==> src/rtl/lane_controller_if.sv <==
// rtl/lane_controller_if.sv - button, frame-tick and offset signals of the lane controller
interface lane_controller_if #(
   parameter int HWIDTH = 12
);
   logic                     BTNL;
   logic                     BTNR;
   logic                     frame_tick;
   logic                     en;
   logic signed [HWIDTH-1:0] hoffset;
   logic [1:0]               lane;
   logic                     moving;

   modport master (
      output BTNL, BTNR, frame_tick, en,
      input  hoffset, lane, moving
   );

   modport slave (
      input  BTNL, BTNR, frame_tick, en,
      output hoffset, lane, moving
   );
endinterface

==> src/rtl/lane_controller.sv <==
// rtl/lane_controller.sv - debounced left/right lane selection with per-frame offset stepping
module lane_controller #(
   parameter int HWIDTH          = 12,
   parameter int DEBOUNCE_CYCLES = 1000000,
   parameter int LANE_DX         = 100,
   parameter int STEP            = 20
) (
   input  logic              CLK100MHZ,
   input  logic              CPU_RESETN,
   lane_controller_if.slave  bus
);
   localparam int CW = $clog2(DEBOUNCE_CYCLES + 1);
   localparam logic signed [HWIDTH-1:0] LDX    = HWIDTH'(LANE_DX);
   localparam logic signed [HWIDTH-1:0] STEP_H = HWIDTH'(STEP);
   localparam logic signed [HWIDTH:0]   STEP_W = (HWIDTH + 1)'(STEP);

   typedef enum logic {IDLE, MOVE} state_t;

   // Bit 0 carries the left button, bit 1 the right button.
   logic [1:0]          sync1_q, sync1_d, sync2_q, sync2_d;
   logic [1:0]          deb_q, deb_d, press_q, press_d;
   logic [1:0][CW-1:0]  cnt_q, cnt_d;
   state_t              state_q, state_d;
   logic [1:0]          lane_q, lane_d;
   logic signed [HWIDTH-1:0] hoff_q, hoff_d, target;
   logic signed [HWIDTH:0]   diff;
   logic                pend_vld_q, pend_vld_d, pend_right_q, pend_right_d;
   logic                ev_l, ev_r, near;

   always_comb begin
      sync1_d = {bus.BTNR, bus.BTNL};
      sync2_d = sync1_q;
      deb_d   = deb_q;
      cnt_d   = cnt_q;
      for (int i = 0; i < 2; i++) begin
         if (sync2_q[i] != deb_q[i]) begin
            if (cnt_q[i] == CW'(DEBOUNCE_CYCLES - 1)) begin
               deb_d[i] = sync2_q[i];
               cnt_d[i] = '0;
            end else begin
               cnt_d[i] = cnt_q[i] + CW'(1);
            end
         end else begin
            cnt_d[i] = '0;
         end
      end
      press_d = deb_d & ~deb_q;
   end

   always_comb begin
      ev_l = press_q[0] & ~press_q[1] & bus.en;
      ev_r = press_q[1] & ~press_q[0] & bus.en;
      case (lane_q)
         2'd0:    target = -LDX;
         2'd2:    target = LDX;
         default: target = '0;
      endcase
      diff = (HWIDTH + 1)'(target) - (HWIDTH + 1)'(hoff_q);
      near = (diff <= STEP_W) && (diff >= -STEP_W);

      state_d      = state_q;
      lane_d       = lane_q;
      hoff_d       = hoff_q;
      pend_vld_d   = pend_vld_q;
      pend_right_d = pend_right_q;

      case (state_q)
         IDLE: begin
            pend_vld_d = 1'b0;
            if (ev_l && lane_q != 2'd0) begin
               lane_d  = lane_q - 2'd1;
               state_d = MOVE;
            end else if (ev_r && lane_q != 2'd2) begin
               lane_d  = lane_q + 2'd1;
               state_d = MOVE;
            end
         end
         default: begin
            if (ev_l || ev_r) begin
               pend_vld_d   = 1'b1;
               pend_right_d = ev_r;
            end
            if (!bus.en) pend_vld_d = 1'b0;
            if (bus.frame_tick) begin
               if (near) begin
                  hoff_d  = target;
                  state_d = IDLE;
                  // A queued press chains straight into the next move without an idle cycle.
                  if (pend_vld_d) begin
                     pend_vld_d = 1'b0;
                     if (pend_right_d && lane_q != 2'd2) begin
                        lane_d  = lane_q + 2'd1;
                        state_d = MOVE;
                     end else if (!pend_right_d && lane_q != 2'd0) begin
                        lane_d  = lane_q - 2'd1;
                        state_d = MOVE;
                     end
                  end
               end else if (diff < 0) begin
                  hoff_d = hoff_q - STEP_H;
               end else begin
                  hoff_d = hoff_q + STEP_H;
               end
            end
         end
      endcase
   end

   always_ff @(posedge CLK100MHZ or negedge CPU_RESETN) begin
      if (!CPU_RESETN) begin
         sync1_q      <= '0;
         sync2_q      <= '0;
         deb_q        <= '0;
         press_q      <= '0;
         cnt_q        <= '0;
         state_q      <= IDLE;
         lane_q       <= 2'd1;
         hoff_q       <= '0;
         pend_vld_q   <= 1'b0;
         pend_right_q <= 1'b0;
      end else begin
         sync1_q      <= sync1_d;
         sync2_q      <= sync2_d;
         deb_q        <= deb_d;
         press_q      <= press_d;
         cnt_q        <= cnt_d;
         state_q      <= state_d;
         lane_q       <= lane_d;
         hoff_q       <= hoff_d;
         pend_vld_q   <= pend_vld_d;
         pend_right_q <= pend_right_d;
      end
   end

   assign bus.hoffset = hoff_q;
   assign bus.lane    = lane_q;
   assign bus.moving  = (state_q == MOVE);
endmodule
==> src/flat_wrapper.sv <==
// flat-port wrapper written by rule: the top's interface ports become plain ports
module lane_controller_flat 
#(
   parameter int HWIDTH          = 12,
   parameter int DEBOUNCE_CYCLES = 1000000,
   parameter int LANE_DX         = 100,
   parameter int STEP            = 20
)
  (CLK100MHZ, CPU_RESETN, bus_BTNL, bus_BTNR, bus_frame_tick, bus_en, bus_hoffset, bus_lane, bus_moving);
  lane_controller_if #(.HWIDTH(HWIDTH)) bus_i ();
  input  logic CLK100MHZ;
  input  logic CPU_RESETN;
  input wire logic [$bits(bus_i.BTNL)-1:0] bus_BTNL;
  input wire logic [$bits(bus_i.BTNR)-1:0] bus_BTNR;
  input wire logic [$bits(bus_i.frame_tick)-1:0] bus_frame_tick;
  input wire logic [$bits(bus_i.en)-1:0] bus_en;
  output wire logic [$bits(bus_i.hoffset)-1:0] bus_hoffset;
  output wire logic [$bits(bus_i.lane)-1:0] bus_lane;
  output wire logic [$bits(bus_i.moving)-1:0] bus_moving;
  assign bus_i.BTNL = bus_BTNL;
  assign bus_i.BTNR = bus_BTNR;
  assign bus_i.frame_tick = bus_frame_tick;
  assign bus_i.en = bus_en;
  assign bus_hoffset = bus_i.hoffset;
  assign bus_lane = bus_i.lane;
  assign bus_moving = bus_i.moving;
  lane_controller #(.HWIDTH(HWIDTH), .DEBOUNCE_CYCLES(DEBOUNCE_CYCLES), .LANE_DX(LANE_DX), .STEP(STEP)) u_core (.CLK100MHZ(CLK100MHZ), .CPU_RESETN(CPU_RESETN), .bus(bus_i));
endmodule
==> config.mk <==
export PLATFORM = sky130hd
export DESIGN_NAME = lane_controller_flat
export DESIGN_NICKNAME = d
export VERILOG_FILES = /design/src/rtl/lane_controller_if.sv /design/src/rtl/lane_controller.sv /design/src/flat_wrapper.sv
export SDC_FILE = /design/constraint.sdc
export NUM_CORES = 1
export LEC_CHECK = 0
export CAP_MARGIN = 5
export CORE_ASPECT_RATIO = 1.25
export CORE_UTILIZATION = 47
export DETAILED_ROUTE_END_ITERATION = 16
export PLACE_DENSITY = 0.72
export SLEW_MARGIN = 30
export SYNTH_ARGS = -nofsm -noshare
export SYNTH_HDL_FRONTEND = slang
export SYNTH_SLANG_ARGS = --single-unit
==> constraint.sdc <==
create_clock -name CLK100MHZ -period 10.3 [get_ports CLK100MHZ]
set_clock_uncertainty 0.2 [all_clocks]
set_input_delay 1.03 -clock CLK100MHZ [delete_from_list [all_inputs] [get_ports CLK100MHZ]]
set_output_delay 1.03 -clock CLK100MHZ [all_outputs]
set_load 0.05 [all_outputs]
==> results.md, run 1 <==
* Setup repair bufs after CTS at 0
* EDFF count, synth at 0
* Area after DPL at roughly 4600 um^2
* Fin crit share at 0.485
* Vias in the first global route at around 3600
* Crit path kind: reg2reg
* Critical Path RT at 10310 ps
* WL final at between 9000 and 10000 um
* Core box area at between 8000 and 9000 um^2
* Most used flip-flop cell after synthesis: dfrtp_1
* Vias per Instance at about 5.9
* Initial antenna violation count at 0
* Share of layout cells above drive strength 1 at 0.0671
* Finished Cell Area at ~4800 um^2
* Slew margin rel. at 0.488
* Reg2reg setup slack at approximately 5300 ps
* Reg2reg end: u_core.bus.hoffset[10]
* Drt wl/cell at 14.8 um
* Leak pwr at between 0.002 and 0.0025 uW
* Commonest non-fill, non-tap cell in the layout: dfrtp_1
* Asr flop ratio synth at 1.00
* Drt pass-1 iters at 4
* CP max FO at 33
* DIE AREA at around 9700 um^2
* Drt drc at 0
* Post-synth cell types at 66
* Final layout net count at about 520
* CTS resizes at 0
* Fillers at slightly above 800
* Initial Util at 0.492
* Pwr Density at 226 nW/um^2
* Grt ovf at 0
* Worst reg2reg startpoint: u_core.bus.lane[0]
* Max Slew Vio Count at 0
* CP arrival at around 5000 ps
* Total power at 1070 uW
* FP Rows at 38
* Gpl congestion at between 0.9 and 1
* Fmax at ~200 MHz
* Max H-tree Level at 3
* Placed Cells at 611
* IO Pins at 21
* CTS clk-pin slew, worst paths at approximately 70 ps
* Hold Path Class: reg2reg
* Crit path launch: u_core.bus.lane[0]
* Status: finished clean
* CTS Hold Bufs at 0
* Clk root buf: clkbuf_8
* DR iter-0 viols at about 180
* Die Wd at 88.1 um
* Final Setup Violations at 0
* Seq/Total Area, Yosys at 0.362
* Hpwl dp at about 6600 um
* Via count at between 3000 and 4000
* FF+latch count, synth at 63
* RSZ-0062 raised after global routing: no
* Port Buffers at 18
* Maximum root-to-sink buffer count at 2
* ANT nets after route at 0
* Die H at approximately 110 um
* Largest net degree at the start of global routing at 64
* Final Non-Filler Cells at approximately 630
* Nature of the critical path startpoint: flip-flop
* First-pass GRT wire length at between 15000 and 20000 um
* Clock sink count at between 60 and 70
* Crit path capture: u_core.bus.hoffset[10]
* Post-Syn Instances at between 400 and 500
* Max-cap violations at 0
* Most used cells in the layout excluding fill and tap cells: 62 x dfrtp_1, 50 x nor2_1, 35 x nand2_1
* All-layer global routing usage at 0.213
* Least-Margin Pin Slew at 769 ps
* Ys Warns at 0
* Layout area overhead at 9.34%
* Tmin final at approximately 5000 ps
* Peak supply drop at about 110 uV
* Hold Vio Cnt, Final at 0
* CTS tree: built
* Inserted Clock Buffers at 9
* Nature of the critical path endpoint: flip-flop
* Clk_lat worst skew at between 300 and 400 ps
* Mapped Area at roughly 4400 um^2
* Synth Area per Inst at 8.85 um^2
* Diode count at 0
* R2R depth at 19
* Setup TNS at 0 ps
worst max-delay path, stage by stage, from the launching register on:
cell and delay [ps]:
dfstp_2 560, inv_1 110, ha_1 230, buf_4 240
or4_1 560, a221oi_1 310, o31a_1 230, nor3_1 80
a21oi_2 160, inv_2 160, xor2_1 170, ha_1 240
a21oi_1 100, nand2_1 80, o311ai_0 140, a211o_1 330
a21oi_1 270, mux2i_1 250, a21boi_0 100, or3b_1 350
layer usage:
layer | global-route usage | routed length [um] | up-vias
li1 | - | - | 1814
met1 | 0.244 | 4000 | 1787
met2 | 0.378 | 4830 | 69
met3 | 0.0345 | 290 | 16
met4 | 0.111 | 173 | 0
met5 | 0 | 0 | -
where the power goes:
part           leakage [uW]  total, uW  internal (uW)  switching (uW)
clock             0.0000877        186            101            85.3
combinational       0.00117        547            219             328
sequential         0.000836        341            270            71.4
kinds of logic (layout without fill, tap and decap cells):
| kind of cell | count (synthesis) | count (layout) | synth area share |
|---|---|---|---|
| multiplexers | 15 | 15 | 0.0356 |
| AND/OR/NAND/NOR | 206 | 206 | 0.254 |
| buffers and inverters | 40 | 54 | 0.0405 |
| flip-flops | 63 | 63 | 0.362 |
| other | 1 | 2 | 0.000861 |
| XOR/XNOR | 46 | 46 | 0.0926 |
| adder cells (fa/ha/maj) | 15 | 15 | 0.0431 |
| AO/OA/AOI/OAI | 106 | 106 | 0.170 |
flip-flops by register name, summed over array words and instances (netlist names):
name and flops:
u_core.bus.lane 2, u_core.sync2_q 2, u_core.sync1_q 2, u_core.cnt_q 40, u_core.press_q 2, u_core.bus.moving 1, u_core.pend_vld_q 1, u_core.deb_q 2
u_core.pend_right_q 1, u_core.bus.hoffset 10
cells in the mapped netlist (2+ instances only):
cell type / number / area share
dfrtp_1: 62 / 0.36
nor2_1: 50 / 0.043
nand2_1: 35 / 0.030
xor2_1: 27 / 0.054
a21oi_1: 23 / 0.026
nand3_1: 23 / 0.026
o21ai_0: 21 / 0.024
xnor2_1: 19 / 0.038
and3_1: 17 / 0.024
nor3_1: 17 / 0.020
inv_1: 16 / 0.014
ha_1: 15 / 0.043
clkbuf_1: 11 / 0.0095
mux2i_1: 11 / 0.025
or3_1: 11 / 0.016
nand4_1: 8 / 0.011
nand2b_1: 7 / 0.010
nor4b_1: 7 / 0.014
a211oi_1: 6 / 0.010
buf_2: 6 / 0.0069
o211ai_1: 6 / 0.010
o31ai_1: 6 / 0.010
a221oi_1: 5 / 0.010
nor4_1: 5 / 0.0072
and2_1: 4 / 0.0057
mux2_2: 4 / 0.010
o21a_1: 4 / 0.0069
o21ai_1: 4 / 0.0046
o311ai_0: 4 / 0.0080
or2_2: 4 / 0.0057
a21o_1: 3 / 0.0052
buf_4: 3 / 0.0052
nand3b_1: 3 / 0.0052
nor3b_1: 3 / 0.0052
o22ai_1: 3 / 0.0043
a21boi_0: 2 / 0.0034
a21oi_2: 2 / 0.0040
and4_1: 2 / 0.0040
inv_2: 2 / 0.0017
nor4_4: 2 / 0.0098
o211a_1: 2 / 0.0046
o31a_1: 2 / 0.0040
or4_1: 2 / 0.0034
through the flow:
step | setup WS (ps) | util | hold slack, ps
final | 5300 | 0.538 | 149
after global routing | 4900 | 0.538 | 172
after CTS | 5350 | 0.538 | 149
after detailed placement | 5360 | 0.519 | 135
after global placement | 5550 | 0.519 | 134
after floorplan | 5620 | - | 131
worst min-delay path by stage:
stage	start	end	slack, ps	cells past startpoint
floorplan	u_core.sync1_q[0]	u_core.sync2_q[0]	130	0
global placement	u_core.sync1_q[0]	u_core.sync2_q[0]	130	0
detailed placement	u_core.sync1_q[0]	u_core.sync2_q[0]	130	0
CTS	u_core.sync1_q[0]	u_core.sync2_q[0]	150	0
global route	u_core.sync1_q[1]	u_core.sync2_q[1]	170	0
finish	u_core.sync1_q[0]	u_core.sync2_q[0]	150	0
cell type report:
class | count | area [um^2] | share of cell area
clock buffer | 15 | 166 | 0.0350
clock inverter | 1 | 5.00 | 0.00105
inverter | 18 | 67.6 | 0.0142
multi-input combinational | 390 | 2600 | 0.547
sequential | 63 | 1580 | 0.331
tap | 120 | 150 | 0.0315
timing repair buffer | 20 | 190 | 0.0400
No activity file was read; power rests on OpenSTA's default activity.
==> inputs of run 2 (changes only) <==
Clock period 10.3 ns to 4.7 ns, I/O delays scaled along.
==> results.md, run 2 (synthesis results as in run 1) <==
* Inserted Clock Buffers at 9 (unchanged)
* Hpwl dp at 6920 um (was 6560 um)
* Nature of the critical path startpoint: flip-flop (unchanged)
* Peak supply drop at 292 uV (was 113 uV)
* FP Rows at 38 (unchanged)
* Max Slew Vio Count at 0 (unchanged)
* Drt drc at 0 (unchanged)
* Hold Path Class: in2async (was reg2reg)
* CTS tree: built (unchanged)
* Setup TNS at 0 ps (unchanged)
* Initial antenna violation count at 0 (unchanged)
* Port Buffers at 18 (unchanged)
* Clk_lat worst skew at 340 ps (was 330 ps)
* CTS Hold Bufs at 0 (unchanged)
* Final core occ at 0.555 (was 0.538)
* CP arrival at 4500 ps (was 5010 ps)
* Vias in the first global route at 3563 (was 3597)
* Sequential power share at 0.285 (was 0.317)
* Pwr Density at 504 nW/um^2 (was 226 nW/um^2)
* Switching share of power at 0.450 (was 0.451)
* CTS clk-pin slew, worst paths at 70 ps (about the same)
* First-pass GRT wire length at 16100 um (was 15900 um)
* CP max FO at 14 (was 33)
* Nature of the critical path endpoint: flip-flop (unchanged)
* DR iter-0 viols at 172 (was 177)
* Most used cells in the layout excluding fill and tap cells: 62 x dfrtp_1, 50 x nor2_1, 35 x nand2_1 (unchanged)
* Clk root buf: clkbuf_8 (unchanged)
* Max-cap violations at 0 (unchanged)
* Tmin final at 4480 ps (was 5000 ps)
* Die H at 110 um (unchanged)
* Maximum root-to-sink buffer count at 2 (unchanged)
* Drt wl/cell at 14.9 um (was 14.8 um)
* Top reg by flops: u_core.cnt_q (unchanged)
* Commonest non-fill, non-tap cell in the layout: dfrtp_1 (unchanged)
* Gpl congestion at 0.938 (was 0.902)
* Critical Path RT at 4720 ps (was 10310 ps)
* Core box area at 8840 um^2 (unchanged)
* DIE AREA at 9650 um^2 (unchanged)
* Fin crit share at 0.953 (was 0.485)
* Worst path cell trace: inv_1 > ha_2 > or4_4 > a221oi_2 > o31a_1 > nor3_2 > a21oi_2 > inv_2 > buf_4 > ha_1 > o311ai_0 > a211o_1 > a21oi_2 > mux2i_1 > a21boi_0 > or3b_1 (was inv_1 > ha_1 > buf_4 > or4_1 > a221oi_1 > o31a_1 > nor3_1 > a21oi_2 > inv_2 > xor2_1 > ha_1 > a21oi_1 > nand2_1 > o311ai_0 > a211o_1 > a21oi_1 > mux2i_1 > a21boi_0 > or3b_1)
* Die Wd at 88.1 um (unchanged)
* Max H-tree Level at 3 (unchanged)
* Most common cell on crit path: a21oi_2
* Least-Margin Pin Slew at 780 ps (was 769 ps)
* Worst path bufs/invs at 3 (unchanged)
* Share of layout cells above drive strength 1 at 0.111 (was 0.0671)
* Area after DPL at 4690 um^2 (was 4590 um^2)
* Slowest cell delay on critical path at 560 ps (about the same)
* WL final at 9600 um (was 9290 um)
* Switching power at 1110 uW (was 485 uW)
* Hold Vio Cnt, Final at 0 (unchanged)
* Largest net degree at the start of global routing at 64 (unchanged)
* Clock power share at 0.168 (was 0.173)
* Grt ovf at 0 (unchanged)
* Number of flip-flops in the largest register at 40 (unchanged)
* Hold slack final at 82.6 ps (was 149 ps)
* Clock sink count at 63 (unchanged)
* Slowest cell on the critical path: dfstp_2 (unchanged)
* Combinational Power Share at 0.547 (was 0.510)
* Final layout net count at 539 (was 523)
* Layout area overhead at 12.8% (was 9.34%)
* ANT nets after route at 0 (unchanged)
* Diode count at 0 (unchanged)
* Slew margin rel. at 0.480 (was 0.488)
* Leak pwr at 0.00218 uW (was 0.00210 uW)
* Final Non-Filler Cells at 643 (was 627)
* Internal at 1360 uW (was 589 uW)
* Delay-heaviest family, CP: compound AO/OA/AOI/OAI gates (unchanged)
* Placed Cells at 624 (was 611)
* Initial Util at 0.492 (unchanged)
* IO Pins at 21 (unchanged)
* Finished Cell Area at 4910 um^2 (was 4760 um^2)
* Via count at 3753 (was 3686)
* Fmax at 223 MHz (was 200 MHz)
* All-layer global routing usage at 0.216 (was 0.213)
* Crit path kind: reg2reg (unchanged)
* Vias per Instance at 5.84 (was 5.88)
* Final Setup Violations at 0 (unchanged)
* Drt pass-1 iters at 6 (was 4)
* Status: finished clean (unchanged)
run 2: worst paths after layout:
path,startpoint,endpoint,slack [ps],depth (start not counted)
max in group asynchronous,CPU_RESETN,u_core.cnt_q[30],3690,2
min,CPU_RESETN,u_core.cnt_q[32],80,2
max,u_core.bus.lane[0],u_core.bus.hoffset[10],220,16
min in group CLK100MHZ,u_core.sync1_q[0],u_core.sync2_q[0],150,0
max reg2reg,u_core.bus.lane[0],u_core.bus.hoffset[10],220,16
min reg2reg,u_core.sync1_q[0],u_core.sync2_q[0],150,0
run 2: final cells by class:
type                       count  area, um^2
tap                          120         150
inverter                      18        67.6
multi-input combinational    390        2630
timing repair buffer          36         310
clock buffer                  13         159
fill                         799        3940
sequential                    63        1580
clock inverter                 3        17.5
run 2: worst register-to-register path: stages, from the launching register on:
cell and delay, ps:
dfstp_2 560, inv_1 100, ha_2 230, or4_4 530
a221oi_2 290, o31a_1 230, nor3_2 80, a21oi_2 160
inv_2 60, buf_4 190, ha_1 360, o311ai_0 160
a211o_1 300, a21oi_2 190, mux2i_1 250, a21boi_0 100
or3b_1 370
run 2: stage by stage:
stage	total power, uW	worst slack (ps)
after CTS	2450	56.6
after floorplan	1670	20.8
after global routing	2640	-19.7
final	2470	220
after detailed placement	2020	-1.14
after global placement	1990	237
run 2: power groups by stage:
| stage | Combinational (uW) | Sequential [uW] | Clock [uW] |
|---|---|---|---|
| CTS | 1320 | 701 | 432 |
| floorplan | 878 | 796 | 0 |
| finish | 1350 | 704 | 415 |
| global placement | 1280 | 707 | 0 |
| detailed placement | 1310 | 712 | 0 |
| global route | 1480 | 716 | 450 |
run 2: layer usage:
| layer | vias to the layer above | routed length, um | track usage |
|---|---|---|---|
| li1 | 1836 | - | - |
| met1 | 1802 | 4100 | 0.249 |
| met2 | 78 | 4750 | 0.372 |
| met3 | 37 | 283 | 0.0368 |
| met4 | 0 | 470 | 0.135 |
| met5 | - | 0 | 0 |
run 2: repair_timing:
action,in CTS,in global routing
setup endpoints to repair,1,3
gates cloned,0,0
resized for setup,1,5
pin swaps,0,4
buffers inserted,0,3
==> inputs of run 3 (changes only) <==
Settings changed: PLACE_DENSITY 0.72 to 0.73.
==> results.md, run 3 (synthesis results as in run 1) <==
* Status: finished clean (unchanged)
* Largest net degree at the start of global routing at 64 (unchanged)
* Top reg by flops: u_core.cnt_q (unchanged)
* Gpl congestion at 0.937 (was 0.938)
* Inserted Clock Buffers at 9 (unchanged)
* Total power at 2450 uW (was 2470 uW)
* Initial Util at 0.492 (unchanged)
* Critical Path RT at 4730 ps (was 4720 ps)
* Fillers at 824 (was 799)
* Grt ovf at 0 (unchanged)
* IO Pins at 21 (unchanged)
* Crit path kind: reg2reg (unchanged)
* RSZ-0062 raised after global routing: no
* Hold Path Class: in2async (unchanged)
* WL final at 9600 um (about the same)
* Max H-tree Level at 3 (unchanged)
* Core box area at 8840 um^2 (unchanged)
* Hold Vio Cnt, Final at 0 (unchanged)
* Hold slack final at 72.9 ps (was 82.6 ps)
* Leak pwr at 0.00216 uW (was 0.00218 uW)
* Clk root buf: clkbuf_8 (unchanged)
* Fin crit share at 0.941 (was 0.953)
* CTS tree: built (unchanged)
* Port Buffers at 18 (unchanged)
* Setup TNS at 0 ps (unchanged)
* All-layer global routing usage at 0.219 (was 0.216)
* Max Slew Vio Count at 0 (unchanged)
* Vias in the first global route at 3678 (was 3563)
* Number of flip-flops in the largest register at 40 (unchanged)
* Diode count at 0 (unchanged)
* Nature of the critical path endpoint: flip-flop (unchanged)
* Commonest non-fill, non-tap cell in the layout: dfrtp_1 (unchanged)
* Via count at 3709 (was 3753)
* DIE AREA at 9650 um^2 (unchanged)
* FP Rows at 38 (unchanged)
* Die Wd at 88.1 um (unchanged)
* Initial antenna violation count at 0 (unchanged)
* Drt wl/cell at 14.9 um (about the same)
* Fmax at 226 MHz (was 223 MHz)
* Reg2reg setup slack at 280 ps (was 220 ps)
* Drt drc at 0 (unchanged)
* Final core occ at 0.552 (was 0.555)
* Final Setup Violations at 0 (unchanged)
* Clock sink count at 63 (unchanged)
* Slew margin rel. at 0.477 (was 0.480)
* Die H at 110 um (unchanged)
* Max-cap violations at 0 (unchanged)
* Peak supply drop at 267 uV (was 292 uV)
* Share of layout cells above drive strength 1 at 0.103 (was 0.111)
* Vias per Instance at 5.78 (was 5.84)
* CP arrival at 4460 ps (was 4500 ps)
* Pwr Density at 501 nW/um^2 (was 504 nW/um^2)
* Drt pass-1 iters at 4 (was 6)
* CP max FO at 18 (was 14)
* Layout area overhead at 12.2% (was 12.8%)
* CTS Hold Bufs at 0 (unchanged)
* Maximum root-to-sink buffer count at 2 (unchanged)
* Final layout net count at 538 (was 539)
* First-pass GRT wire length at 16300 um (was 16100 um)
* Nature of the critical path startpoint: flip-flop (unchanged)
* ANT nets after route at 0 (unchanged)
* Tmin final at 4420 ps (was 4480 ps)
* Hpwl dp at 6990 um (was 6920 um)
* Least-Margin Pin Slew at 784 ps (was 780 ps)
* CTS clk-pin slew, worst paths at 70 ps (about the same)
* DR iter-0 viols at 213 (was 172)
* Most used cells in the layout excluding fill and tap cells: 62 x dfrtp_1, 50 x nor2_1, 35 x nand2_1 (unchanged)
* Clk_lat worst skew at 350 ps (was 340 ps)
==> run 3: what timing repair did <==
item,CTS,global route
setup endpoints to repair,0,3
setup buffers,0,2
resized for setup,0,6
==> run 3: path summary, 6_finish.rpt <==
| kind | startpoint | end | depth (start not counted) |
|---|---|---|---|
| min | CPU_RESETN | u_core.cnt_q[32] | 2 |
| min in group CLK100MHZ | u_core.sync1_q[0] | u_core.sync2_q[0] | 0 |
| max in group asynchronous | CPU_RESETN | u_core.cnt_q[13] | 2 |
| max reg2reg | u_core.bus.lane[0] | u_core.bus.hoffset[10] | 17 |
| min reg2reg | u_core.sync1_q[0] | u_core.sync2_q[0] | 0 |
| max | u_core.bus.lane[0] | u_core.bus.hoffset[10] | 17 |
==> run 3: metrics by stage <==
step	cells	instance area (um^2)	worst slack [ps]
finish	642	4890	276
global placement	624	4690	242
detailed placement	624	4690	75.0
global route	642	4890	26.0
floorplan	493	4360	20.8
CTS	640	4850	68.6
==> run 3: where the power goes <==
group / leakage (uW) / switching, uW / internal (uW)
Clock: 0.0000817 / 193 / 206
Combinational: 0.00125 / 806 / 545
Sequential: 0.000836 / 107 / 592
Total: 0.00216 / 1110 / 1340
==> run 3: area by class of cell <==
type	count	area, um^2	share of cell area
sequential	63	1580	0.323
clock inverter	1	5.00	0.00102
inverter	18	67.6	0.0138
timing repair buffer	35	303	0.0620
multi-input combinational	390	2630	0.538
tap	120	150	0.0307
clock buffer	15	156	0.0320
==> run 3: routing by layer <==
layer | share of wire | vias to the layer above | track usage | wire length [um]
li1 | - | 1836 | - | -
met1 | 0.42 | 1743 | 0.248 | 4010
met2 | 0.49 | 90 | 0.363 | 4710
met3 | 0.039 | 40 | 0.0503 | 373
met4 | 0.052 | 0 | 0.154 | 503
met5 | 0 | - | 0 | 0
==> run 3: critical path: stages, from the launching register on <==
cell	delay [ps]
dfstp_2	560
inv_1	100
ha_2	230
buf_4	200
or3_4	440
a21oi_2	190
o31a_1	210
nor3_2	70
a21oi_2	150
inv_2	60
buf_4	190
ha_1	370
o311ai_0	150
a211o_1	300
a21oi_2	210
mux2i_1	230
a21boi_0	100
or3b_1	360
